===== src/rtl/nibble_add_seq.sv =====
// ============================================================================
//  Module   : nibble_add_seq
//  Purpose  : Sequential W-bit adder (W = 4*NIBBLES). It drives an external
//             4-bit ripple adder with one nibble per clock and collects the
//             returned nibble sums into a registered result.
//  Revision : 1.0 - initial release
// ----------------------------------------------------------------------------
//  Parameters
//    NIBBLES   number of 4-bit digits per operand (default 4)
//  Ports
//    clk         rising-edge clock
//    rst_n       asynchronous active-low reset
//    start_i     request an addition (sampled only in IDLE)
//    op_a_i      operand A, captured when start is accepted
//    op_b_i      operand B, captured when start is accepted
//    cin_i       initial carry-in, captured when start is accepted
//    add_a_o     nibble operand A to the external adder (0 outside RUN)
//    add_b_o     nibble operand B to the external adder (0 outside RUN)
//    add_c_o     carry-in to the external adder (0 outside RUN)
//    add_s_i     nibble sum from the external adder (combinational)
//    add_co_i    carry-out from the external adder
//    sum_o       registered W-bit result (modulo 2^W)
//    cout_o      registered carry-out of the top nibble
//    busy_o      high while nibbles are being processed
//    done_o      one-cycle pulse when sum_o/cout_o are valid
//    ovf_o       signed overflow flag (only with OVERFLOW_FLAG_EN)
//  Configuration macro
//    OVERFLOW_FLAG_EN  adds the registered signed-overflow output ovf_o
// ============================================================================
`default_nettype none

module nibble_add_seq #(
    parameter int NIBBLES = 4
) (
    input  logic                   clk,
    input  logic                   rst_n,
    input  logic                   start_i,
    input  logic [4*NIBBLES-1:0]   op_a_i,
    input  logic [4*NIBBLES-1:0]   op_b_i,
    input  logic                   cin_i,
    output logic [3:0]             add_a_o,
    output logic [3:0]             add_b_o,
    output logic                   add_c_o,
    input  logic [3:0]             add_s_i,
    input  logic                   add_co_i,
    output logic [4*NIBBLES-1:0]   sum_o,
    output logic                   cout_o,
    output logic                   busy_o,
    output logic                   done_o
`ifdef OVERFLOW_FLAG_EN
    ,
    output logic                   ovf_o
`endif
);

    localparam int W    = 4 * NIBBLES;
    localparam int IDXW = (NIBBLES > 1) ? $clog2(NIBBLES) : 1;
    localparam logic [IDXW-1:0] LAST_IDX = IDXW'(NIBBLES - 1);

    typedef enum logic [1:0] {
        S_IDLE = 2'd0,
        S_RUN  = 2'd1,
        S_DONE = 2'd2
    } state_t;

    state_t            state_q;
    logic [W-1:0]      a_q;
    logic [W-1:0]      b_q;
    logic              carry_q;
    logic [IDXW-1:0]   idx_q;
    logic [W-1:0]      sum_q;
    logic              cout_q;
    logic              busy_q;
    logic              done_q;
`ifdef OVERFLOW_FLAG_EN
    logic              ovf_q;
`endif

    logic [3:0]        nib_a;
    logic [3:0]        nib_b;
    logic [W-1:0]      sum_d;
    logic              in_run;
    logic              last_nib;

    assign in_run   = (state_q == S_RUN);
    assign last_nib = (idx_q == LAST_IDX);

    // Select the current nibble of each latched operand and build the next
    // result by replacing only the nibble slot addressed by idx_q.
    always_comb begin
        nib_a = 4'h0;
        nib_b = 4'h0;
        sum_d = sum_q;
        for (int n = 0; n < NIBBLES; n++) begin
            if (idx_q == IDXW'(n)) begin
                nib_a             = a_q[4*n +: 4];
                nib_b             = b_q[4*n +: 4];
                sum_d[4*n +: 4]   = add_s_i;
            end
        end
    end

    // The external adder sees quiet zeros whenever no nibble is in flight.
    assign add_a_o = in_run ? nib_a : 4'h0;
    assign add_b_o = in_run ? nib_b : 4'h0;
    assign add_c_o = in_run & carry_q;

    assign sum_o  = sum_q;
    assign cout_o = cout_q;
    assign busy_o = busy_q;
    assign done_o = done_q;
`ifdef OVERFLOW_FLAG_EN
    assign ovf_o  = ovf_q;
`endif

    always_ff @(posedge clk or negedge rst_n) begin
        if (!rst_n) begin
            state_q <= S_IDLE;
            a_q     <= '0;
            b_q     <= '0;
            carry_q <= 1'b0;
            idx_q   <= '0;
            sum_q   <= '0;
            cout_q  <= 1'b0;
            busy_q  <= 1'b0;
            done_q  <= 1'b0;
`ifdef OVERFLOW_FLAG_EN
            ovf_q   <= 1'b0;
`endif
        end else begin
            case (state_q)
                S_IDLE: begin
                    if (start_i) begin
                        a_q     <= op_a_i;
                        b_q     <= op_b_i;
                        carry_q <= cin_i;
                        idx_q   <= '0;
                        busy_q  <= 1'b1;
                        state_q <= S_RUN;
                    end
                end
                S_RUN: begin
                    sum_q   <= sum_d;
                    carry_q <= add_co_i;
                    if (last_nib) begin
                        // Top nibble: the carry leaves through cout only,
                        // idx wraps so non-power-of-two NIBBLES stays legal.
                        cout_q  <= add_co_i;
`ifdef OVERFLOW_FLAG_EN
                        // Signed overflow: like-signed operands whose result
                        // sign differs; add_s_i[3] is the result MSB here.
                        ovf_q   <= (a_q[W-1] == b_q[W-1]) &&
                                   (add_s_i[3] != a_q[W-1]);
`endif
                        idx_q   <= '0;
                        busy_q  <= 1'b0;
                        done_q  <= 1'b1;
                        state_q <= S_DONE;
                    end else begin
                        idx_q   <= idx_q + IDXW'(1);
                    end
                end
                S_DONE: begin
                    done_q  <= 1'b0;
                    state_q <= S_IDLE;
                end
                default: begin
                    busy_q  <= 1'b0;
                    done_q  <= 1'b0;
                    state_q <= S_IDLE;
                end
            endcase
        end
    end

endmodule

`default_nettype wire


===== config.mk =====
export PLATFORM = sky130hd
export DESIGN_NAME = nibble_add_seq
export DESIGN_NICKNAME = d
export VERILOG_FILES = /design/src/rtl/nibble_add_seq.sv
export SDC_FILE = /design/constraint.sdc
export NUM_CORES = 1
export LEC_CHECK = 0
export ABC_AREA = 1
export CAP_MARGIN = 20
export CORE_ASPECT_RATIO = 2
export CORE_MARGIN = 2
export CORE_UTILIZATION = 35
export CTS_CLUSTER_DIAMETER = 100
export DETAILED_ROUTE_END_ITERATION = 12
export MAX_ROUTING_LAYER = met4
export PLACE_DENSITY_LB_ADDON = 0.2
export SLEW_MARGIN = 10
export SYNTH_ARGS = -nofsm -noshare
export SYNTH_HDL_FRONTEND = slang
export SYNTH_SLANG_ARGS = --single-unit

===== constraint.sdc =====
create_clock -name clk -period 1.75 [get_ports clk]
set_input_delay 0.525 -clock clk [delete_from_list [all_inputs] [get_ports clk]]
set_output_delay 0.525 -clock clk [all_outputs]
set_load 0.03 [all_outputs]

==> impl_summary.log <==
INFO  metric setup_repair_after_global_routing_missed_its_margin = true
INFO  metric path_max_fanout = 4
INFO  metric worst_setup_hold_path_clk_slew = 70 ps
INFO  metric gr_ovfl_total = 0
INFO  metric cts_buffers = 5
INFO  metric final_common_cell = sky130_fd_sc_hd__nand2_1
INFO  metric switching_share = 0.4233
INFO  metric die_w = 63.78 microns
INFO  metric ant_nets = 0
INFO  metric synth.avg_cell_area = 8.094 sq um
INFO  metric holdBufCountCts = 0
INFO  metric synth.net_count = 354
INFO  metric count_of_final_hold_check_violations = 0
INFO  metric clock_skew = 10.02 ps
INFO  metric core_area = 6940 sq um
INFO  metric cp_cell_sequence = inv_4, ha_4, buf_4, a21oi_2, nand2_1, nand2_2, nand2_2, buf_6
INFO  metric detailedPlacementHpwl = 4.740 mm
INFO  metric cp_data_arrival_time = 1610 ps
INFO  metric clock_sinks = 56
INFO  metric groute.usage.overall = 0.1791
INFO  metric area_growth = 52.83%
INFO  metric grt_max_degree = 44
INFO  metric layout_setup_ws = -389.1 ps
INFO  metric synth-warning-count = 0
INFO  metric dr_pass1_iterations = 6
INFO  metric drive_gt1_frac = 0.2200
INFO  metric utilization = 0.5507
INFO  metric cts_root_buf = sky130_fd_sc_hd__clkbuf_16
INFO  metric clkPwrFrac = 0.156
INFO  metric timing.setup.critical_path_class = flip-flop to primary output
INFO  metric route.detailed.wl_per_inst = 13.05 microns
INFO  metric part_of_the_power_in_registers = 0.308
INFO  metric drc_errors = 0
INFO  metric vias = 2280
INFO  metric maxCapViolCount = 0
INFO  metric cts_tree = done
INFO  metric comb_power_share = 0.536
INFO  metric max-slew-margin-rel = 0.7723
INFO  metric timing.hold.ws = 129.4 ps
INFO  metric floorplan.rows = 43
INFO  metric timing_worst_slew_pin_value = 341.6 ps
INFO  metric final_nets = 444
INFO  metric leakagePower = 0.001939 uW
INFO  metric drt_iter0_markers = 63
INFO  metric nFillCells = 662
INFO  metric vias_per_cell = 4.653
INFO  metric worst_skew_pair.late_latency = 290 ps
INFO  metric die_height = 123.6 microns
INFO  metric intPower = 4377 uW
INFO  metric yosysUniqueCellTypes = 16
INFO  metric total_inserted_antenna_cells = 0
INFO  metric synth-seq-area-share = 0.5603
INFO  metric power.net_switching = 3213 uW
INFO  metric report.final.slew_viol_count = 0
INFO  metric area_used_by_multi_input_combinational_logic = 1112 sq um
INFO  metric io_buffers = a little under 70
INFO  metric initial_core_util = 0.3604
INFO  metric regArea = between 1000 and 1500 sq um
INFO  metric cts_max_path_buffers = 2
INFO  metric grt_antenna_before_repair = 0
INFO  metric failing_checks = setup timing
INFO  metric slowest_stage = sky130_fd_sc_hd__dfrtp_2
INFO  metric cpMostUsedCell = sky130_fd_sc_hd__nand2_2
INFO  metric crit_end_category = primary output
INFO  metric worst_path_largest_cell_delay = 460 ps
INFO  metric fin_crit = 2139 ps
INFO  metric p_per_area = 1986 nW/um^2
INFO  metric layout.cells.most_common_list = sky130_fd_sc_hd__nand2_1 (121), sky130_fd_sc_hd__dfrtp_1 (54), sky130_fd_sc_hd__nand3_1 (42)
INFO  metric number_of_storage_elements_in_the_synthesis_netlist = 56
INFO  metric io_pins = 69
INFO  metric die_area = 7879 sq um
INFO  metric htree_num_levels = 2
INFO  metric setup.worst_path.start_class = flip-flop
INFO  metric number_of_global_route_vias_before_repair = 2208
INFO  metric outcome = finished with violations
INFO  metric peakVddDrop = 1034 uV
INFO  metric drt_wl_total = 6.395 mm
INFO  metric netlist_instances = 309
INFO  metric routabilityCongestion = 0.7983
INFO  metric timing.final.crit_share = 1.222
INFO  metric hp-class = input pin to async pin
INFO  metric fmax = about 0.47 GHz
INFO  metric worstPathRequired = roughly 1200 ps
INFO  metric wire_length_of_the_first_global_routing_pass = 10.39 mm
INFO  metric timing.final.setup_violations = 8
INFO  metric synth_area = 2501 sq um
[per-stage QoR]
step                cell area [sq um]  cells  power, uW  setup slack (ps)  setup TNS, ps
floorplan                        2521    309       4457             12.16              0
global placement                 3440    475       5997            -132.8         -838.0
detailed placement               3440    475       6051            -167.1          -1080
CTS                              3701    486       7360            -379.8          -2957
global route                     3822    490       8155            -457.0          -3624
finish                           3822    490       7590            -389.1          -2982
[layer usage]
metal,vias up,part of all wire,track usage
met5,-,0,-
met4,0,0.028,0.07201
met3,11,0.033,0.02912
met2,64,0.57,0.3375
met1,1039,0.37,0.1807
li1,1166,-,-
[path summary, 6_finish.rpt]
check	start	end	slack, ps	cells after the start
max	idx_q[0]$_DFFE_PN0P_	add_b_o[3]	-390	8
min reg2reg	a_q[12]$_DFFE_PN0P_	a_q[12]$_DFFE_PN0P_	470	2
min in group clk	a_q[12]$_DFFE_PN0P_	a_q[12]$_DFFE_PN0P_	470	2
min	rst_n	sum_o[0]$_DFFE_PN0P_	130	1
max reg2reg	state_q[1]$_DFFE_PN0P_	b_q[7]$_DFFE_PN0P_	400	5
max in group asynchronous	rst_n	idx_q[0]$_DFFE_PN0P_	1080	2
[cells in the mapped netlist]
library cell                 n  area (sq um)
sky130_fd_sc_hd__a21oi_1     8         40.04
sky130_fd_sc_hd__inv_1      13         48.80
sky130_fd_sc_hd__and3_1      1         6.260
sky130_fd_sc_hd__clkinv_1    1         3.750
sky130_fd_sc_hd__ha_1        4         50.05
sky130_fd_sc_hd__nor2_4      1         11.26
sky130_fd_sc_hd__o21ai_1     4         20.02
sky130_fd_sc_hd__nand2_2     1         6.260
sky130_fd_sc_hd__nand2_1   131         491.7
sky130_fd_sc_hd__nor2_1     16         60.06
sky130_fd_sc_hd__clkbuf_1    4         15.01
sky130_fd_sc_hd__o21ai_0    14         70.07
sky130_fd_sc_hd__buf_2      11         55.05
sky130_fd_sc_hd__dfrtp_1    56          1401
sky130_fd_sc_hd__nor2_2      1         6.260
sky130_fd_sc_hd__nand3_1    43         215.2
[kinds of logic (layout without fill, tap and decap cells)]
logic type,Yosys count,after routing,share of synthesized area
buffers and inverters,29,120,0.04902
adders and majority gates,4,4,0.02001
and+or+nand+nor,194,194,0.3187
AOI/OAI and AO/OA,26,26,0.05203
DFF,56,56,0.5603
[worst max-delay path: cells and delay by family (launching register included)]
family / cells / cell delay [ps]
AOI/OAI and AO/OA: 1 / 110
adders and majority gates: 1 / 170
buffers and inverters: 3 / 350
DFF: 1 / 460
and+or+nand+nor: 3 / 220
[registers in the layout, summed over array words and instances (netlist names)]
signal   count
idx_q        2
state_q      2
a_q         16
cout_o       1
sum_o       16
busy_o       1
done_o       1
carry_q      1
b_q         16
[power groups by stage]
stage	combinational, uW	clock (uW)	sequential [uW]
6_report	4070	1190	2340
5_1_grt	4470	1270	2420
4_1_cts	3840	1210	2300
3_5_place_dp	3740	0	2310
3_3_place_gp	3690	0	2300
2_1_floorplan	1800	0	2660
[cell type report]
type | count | share of cell area
clock buffers | 7 | 0.03993
multi-input cells | 224 | 0.2910
flip-flops and latches | 56 | 0.3673
clock inverters | 1 | 0.007856
well taps | 90 | 0.02946
repair buffers | 98 | 0.2494
inverters | 14 | 0.01506
[timing repair]
item                                    CTS  global route
pin swaps                                 0            14
buffers inserted                          3             5
resized for setup                        44            23
cloned                                    0             0
endpoints found under the setup margin   28             9
Note: power is estimated with default switching activity, not from simulation.
==> variant 1 (same flow settings) <==
Encoding of `state_t`: now one-hot (3 bits for 3 states).
--- a/src/rtl/nibble_add_seq.sv
+++ b/src/rtl/nibble_add_seq.sv
@@ -59,6 +59,6 @@
 
-    typedef enum logic [1:0] {
-        S_IDLE = 2'd0,
-        S_RUN  = 2'd1,
-        S_DONE = 2'd2
+    typedef enum logic [2:0] {
+        S_IDLE = 3'b001,
+        S_RUN  = 3'b010,
+        S_DONE = 3'b100
     } state_t;
Formal check against the unedited RTL: same outputs for any inputs over 10 cycles, from zero or initial values and one cycle with rst_n low; not proved beyond that.
==> variant 1 against the original RTL <==
Critical path type unchanged; highest routed layer unchanged; the flow still finishes with violations (negative setup slack); design area is 4.8% higher; non-clock buffer count is 8 lower; sequential cell count is 1 higher; wire length is 1.4% lower; worst setup slack better by 1.5 ps; power is 6.7% lower; area after synthesis is 3.0% higher; clock skew is 4.1 ps lower.
==> variant 1: results (changes against the original RTL) <==
** Outcome
- The run finished, with violations left.
- The checks that failed: negative setup slack.

** Finish
- Layout cells sized above 1 :: 0.240 (+0.0195)
- The net total in the final layout came to 445 (+0.23%).
- The final non-filler cell area is 4010 um^2 (+4.8%).
- The final-layout fill cell count was 670 (+1.2%).

** Clock network
- The post-CTS clock slew at the launch and capture registers of the worst setup and hold paths is 50 ps (-20 ps).
- Number of levels the H-tree was split into :: 3 (+1)
- PostCTS Resize Cnt :: 54 (+23%)
- Insertion delay to the later sink of the worst-skew pair :: 330 ps (+40 ps)
- Cts bufs inserted :: 9 (+4)

** STA
- Setup total negative slack :: -3180 ps (-194 ps)
- Post-Route Hold Slack :: 189 ps (+60.0 ps)
- Transition at the pin with the smallest max-transition slack :: 304 ps (-38.0 ps)
- The largest clock skew in the final design was 5.96 ps (-4.06 ps).
- The minimum setup slack in the final design came to -388 ps (+1.51 ps).
- Total setup violations reported at the end of the flow :: 9 (+1)

** Place
- Placed inst area :: 3540 um^2 (+2.8%)
- The pre-CTS worst setup slack came to -174 ps (-6.62 ps).
- The cell count after placement is 477 (+0.42%).
- The last weighted congestion value of the routability-driven placer was 0.795 (-0.44%).

** Critical path
- Capturing point of the worst reg2reg path :: sum_o[3]$_DFFE_PN0P_
- In this run the worst setup path begins at idx_q[1]$_DFFE_PN0P_.
- The worst register-to-register path begins at state_q[0]$_DFFE_PN1P_.
- Reg-to-reg setup timing slack :: 170 ps (-230 ps)
- Worst-case reg-to-reg path depth :: 9 (+4)

** Pwr
- The power of the sequential group was 2.27 mW (-3%).
- The share of power burned in combinational logic is 0.437 (-0.099).
- Net switching share of the total power :: 0.388 (-0.0355)
- Peak ir drop on the vdd network :: 0.896 mV (-13%)
- Clock network power share :: 0.242 (+0.086)
- Total leakage power :: 1.99 nW (+2.5%)

** Synth
- After synthesis, the cell types taking the most area are dfrtp_1 (54%), nand2_1 (22%), nand3_1 (3.9%), o21ai_0 (3.7%), inv_1 (3.1%).
- Top post-synthesis cells by count :: nand2_1 (149), dfrtp_1 (56), inv_1 (21), nand3_1 (20), o21ai_0 (19)

** Route
- Number of iterations in the first detailed-routing pass :: 4 (-2)
- Number of DRC markers in iteration 0 :: 89 (+41%)
- The post-detailed-route via-to-cell ratio came to 4.54 (-2.5%).

** Global route
- The first-pass GRT wire length came to 11.2 mm (+7.4%).
- Global-route total usage across every layer :: 0.190 (+0.0111)
- Number of global-route vias before repair :: 2452 (+11%)
- Pin count of the biggest net entering global routing :: 58 (+32%)
[variant 1: cell type report]
type	instances	area share
Sequential cell	57	0.357
Multi-Input combinational cell	216	0.283
Timing Repair Buffer	90	0.231
Clock buffer	11	0.0606
Tap cell	92	0.0287
Inverter	26	0.0266
Clock inverter	5	0.0137
[variant 1: cell families after synthesis]
family | Yosys count | synth area share
buf+inv | 37 | 0.0656
flops | 57 | 0.554
fa+ha+maj | 4 | 0.0194
simple gates | 178 | 0.289
compound gates | 33 | 0.0714
[variant 1: layer usage]
layer  share of wire  routed length [um]  up-vias  global-route usage
met3           0.041                 258        9              0.0576
li1                -                   -     1145                   -
met1            0.37                2310     1048               0.183
met5               0                   0        -                   -
met2            0.57                3600       53               0.339
met4           0.023                 144        0              0.0839
[variant 1: worst max-delay path by stage]
stage | depth (start not counted) | to
global placement | 7 | add_a_o[0]
CTS | 7 | add_b_o[0]
detailed placement | 8 | add_a_o[0]
finish | 8 | add_a_o[1]
floorplan | 8 | add_b_o[1]
global route | 8 | add_a_o[1]
==> variant 2 (config.mk and constraints unchanged) <==
Made on the original files. Change the parameter `NIBBLES` from 4 to 2. Comments in the files are not updated.
--- a/src/rtl/nibble_add_seq.sv
+++ b/src/rtl/nibble_add_seq.sv
@@ -32,3 +32,3 @@
 module nibble_add_seq #(
-    parameter int NIBBLES = 4
+    parameter int NIBBLES = 2
 ) (
Interface: changed (resized op_a_i, op_b_i and sum_o); port bits go from 69 to 45. No check against the original RTL was run, so the function may have changed too.
==> variant 2 against the original RTL <==
Power shrank 51%; area after synthesis shrank 47%; design area shrank 48%; sequential cell count shrank 25; clock power shrank 57%; first-iteration DRC count shrank 76%; worst setup slack gained 410 ps; wire length shrank 53%; clock skew shrank 7.0 ps; synthesized cell count shrank 49%; via count shrank 48%; maximum frequency grew 24%; global-route usage shrank 1.3 points; critical path depth shrank 4; highest routed layer unchanged.
==> variant 2: results (changes against the original RTL) <==
** Synth
- Register area share after synthesis :: 0.581 (+0.0202)
- The post-synthesis share of cell area spent on full adders, half adders and majority gates was 0 (-0.0200).
- Fraction of the mapped netlist area in compound gates :: 0.131 (+0.0791)
- The number of nets in the synthesized netlist is 183 (-48%).

** Pwr
- Internal portion of total power :: 2.06 mW (-53%)
- The combinational gate power was 1.90 mW (-53%).
- The part of the power in the clock network was 0.139 (-0.017).
- Peak ir drop on the vdd network :: 1.06 mV (+2.2%)

** Critical path
- The worst reg-to-reg setup slack came to 430 ps (+30 ps).
- Startpoint of the most critical setup path :: idx_q$_DFFE_PN0P_
- The highest fanout seen on the critical path was 8 (+4).
- Worst setup path end :: add_b_o[0]
- Delay of the slowest cell on the worst path :: 410 ps (-50 ps)
- Capturing point of the worst reg2reg path :: cout_o$_DFFE_PN0P_
- Worst-case reg-to-reg path depth :: 4 (-1)

** Finish
- Data buffer area share :: 0.250 (+0.000258)
- The non-clock inverter total of the final layout was 28 (+14).
- The count of buffers not belonging to the clock network in the layout was 52 (-47%).
- Multi-input gate share of total cell area :: 0.231 (-0.0596)
- Multi-input gates :: 93 (-58%)
- The area of all sequential standard cells was 777 um^2 (-45%).
- The share of layout cells above drive strength 1 came to 0.175 (-0.0455).
- The net total in the final layout is 236 (-47%).

** Global route
- The met1 layer usage reported by global route came to 0.166 (-0.0147).
- Wire length of the first global-routing pass :: 5.07 mm (-51%)
- The maximum number of pins on one net before global-route repair came to 32 (-27%).
- The total routing resource utilization after global routing was 0.166 (-0.0133).
- The met3 usage came to 0.0417 (+0.0126).

** Outcome
- The run finished with clean final reports.

** Place
- Final HPWL from detailed placement :: 2.23 mm (-53%)

** Route
- The routed length on met1 is 1.14 mm (-52%).
- Met3 wire length :: 114 um (-46%)
- Total number of vias :: 1181 (-48%)

** Clock network
- Clock root buffer :: clkbuf_8
- Insertion delay to the later sink of the worst-skew pair :: 270 ps (-20 ps)

** STA
- The largest clock skew in the final design is 3.00 ps (-7.02 ps).
- The relative slew slack is 0.742 (-0.0304).
==> variant 2: cell count changes in the layout (fill, tap and decap cells not counted), sizes merged, moves of 4 or more <==
cell	delta
nand2	-82
nand3	-38
dfrtp	-25
buf	-23
clkdlybuf4s50	-15
nor2	-15
inv	+14
dlygate4sd2	-8
o21ai	+8
ha	-4
==> variant 2: through the flow <==
| step | std cells | util | setup slack, ps | TNS [ps] | hold slack, ps |
|---|---|---|---|---|---|
| floorplan | 158 | - | 18.8 | 0 | 229 |
| global placement | 251 | 0.502 | 148 | 0 | 469 |
| detailed placement | 251 | 0.502 | 111 | 0 | 476 |
| CTS | 260 | 0.530 | 6.05 | 0 | 491 |
| global route | 261 | 0.544 | -17.2 | -73.9 | 514 |
| finish | 261 | 0.544 | 20.4 | 0 | 484 |
==> variant 2: what timing repair did <==
action	4_1_cts	5_1_grt
gates resized for setup	18	13
setup buffers	1	1
endpoints found under the setup margin	20	9
hold endpoints to repair	0	0
pin swaps	0	8
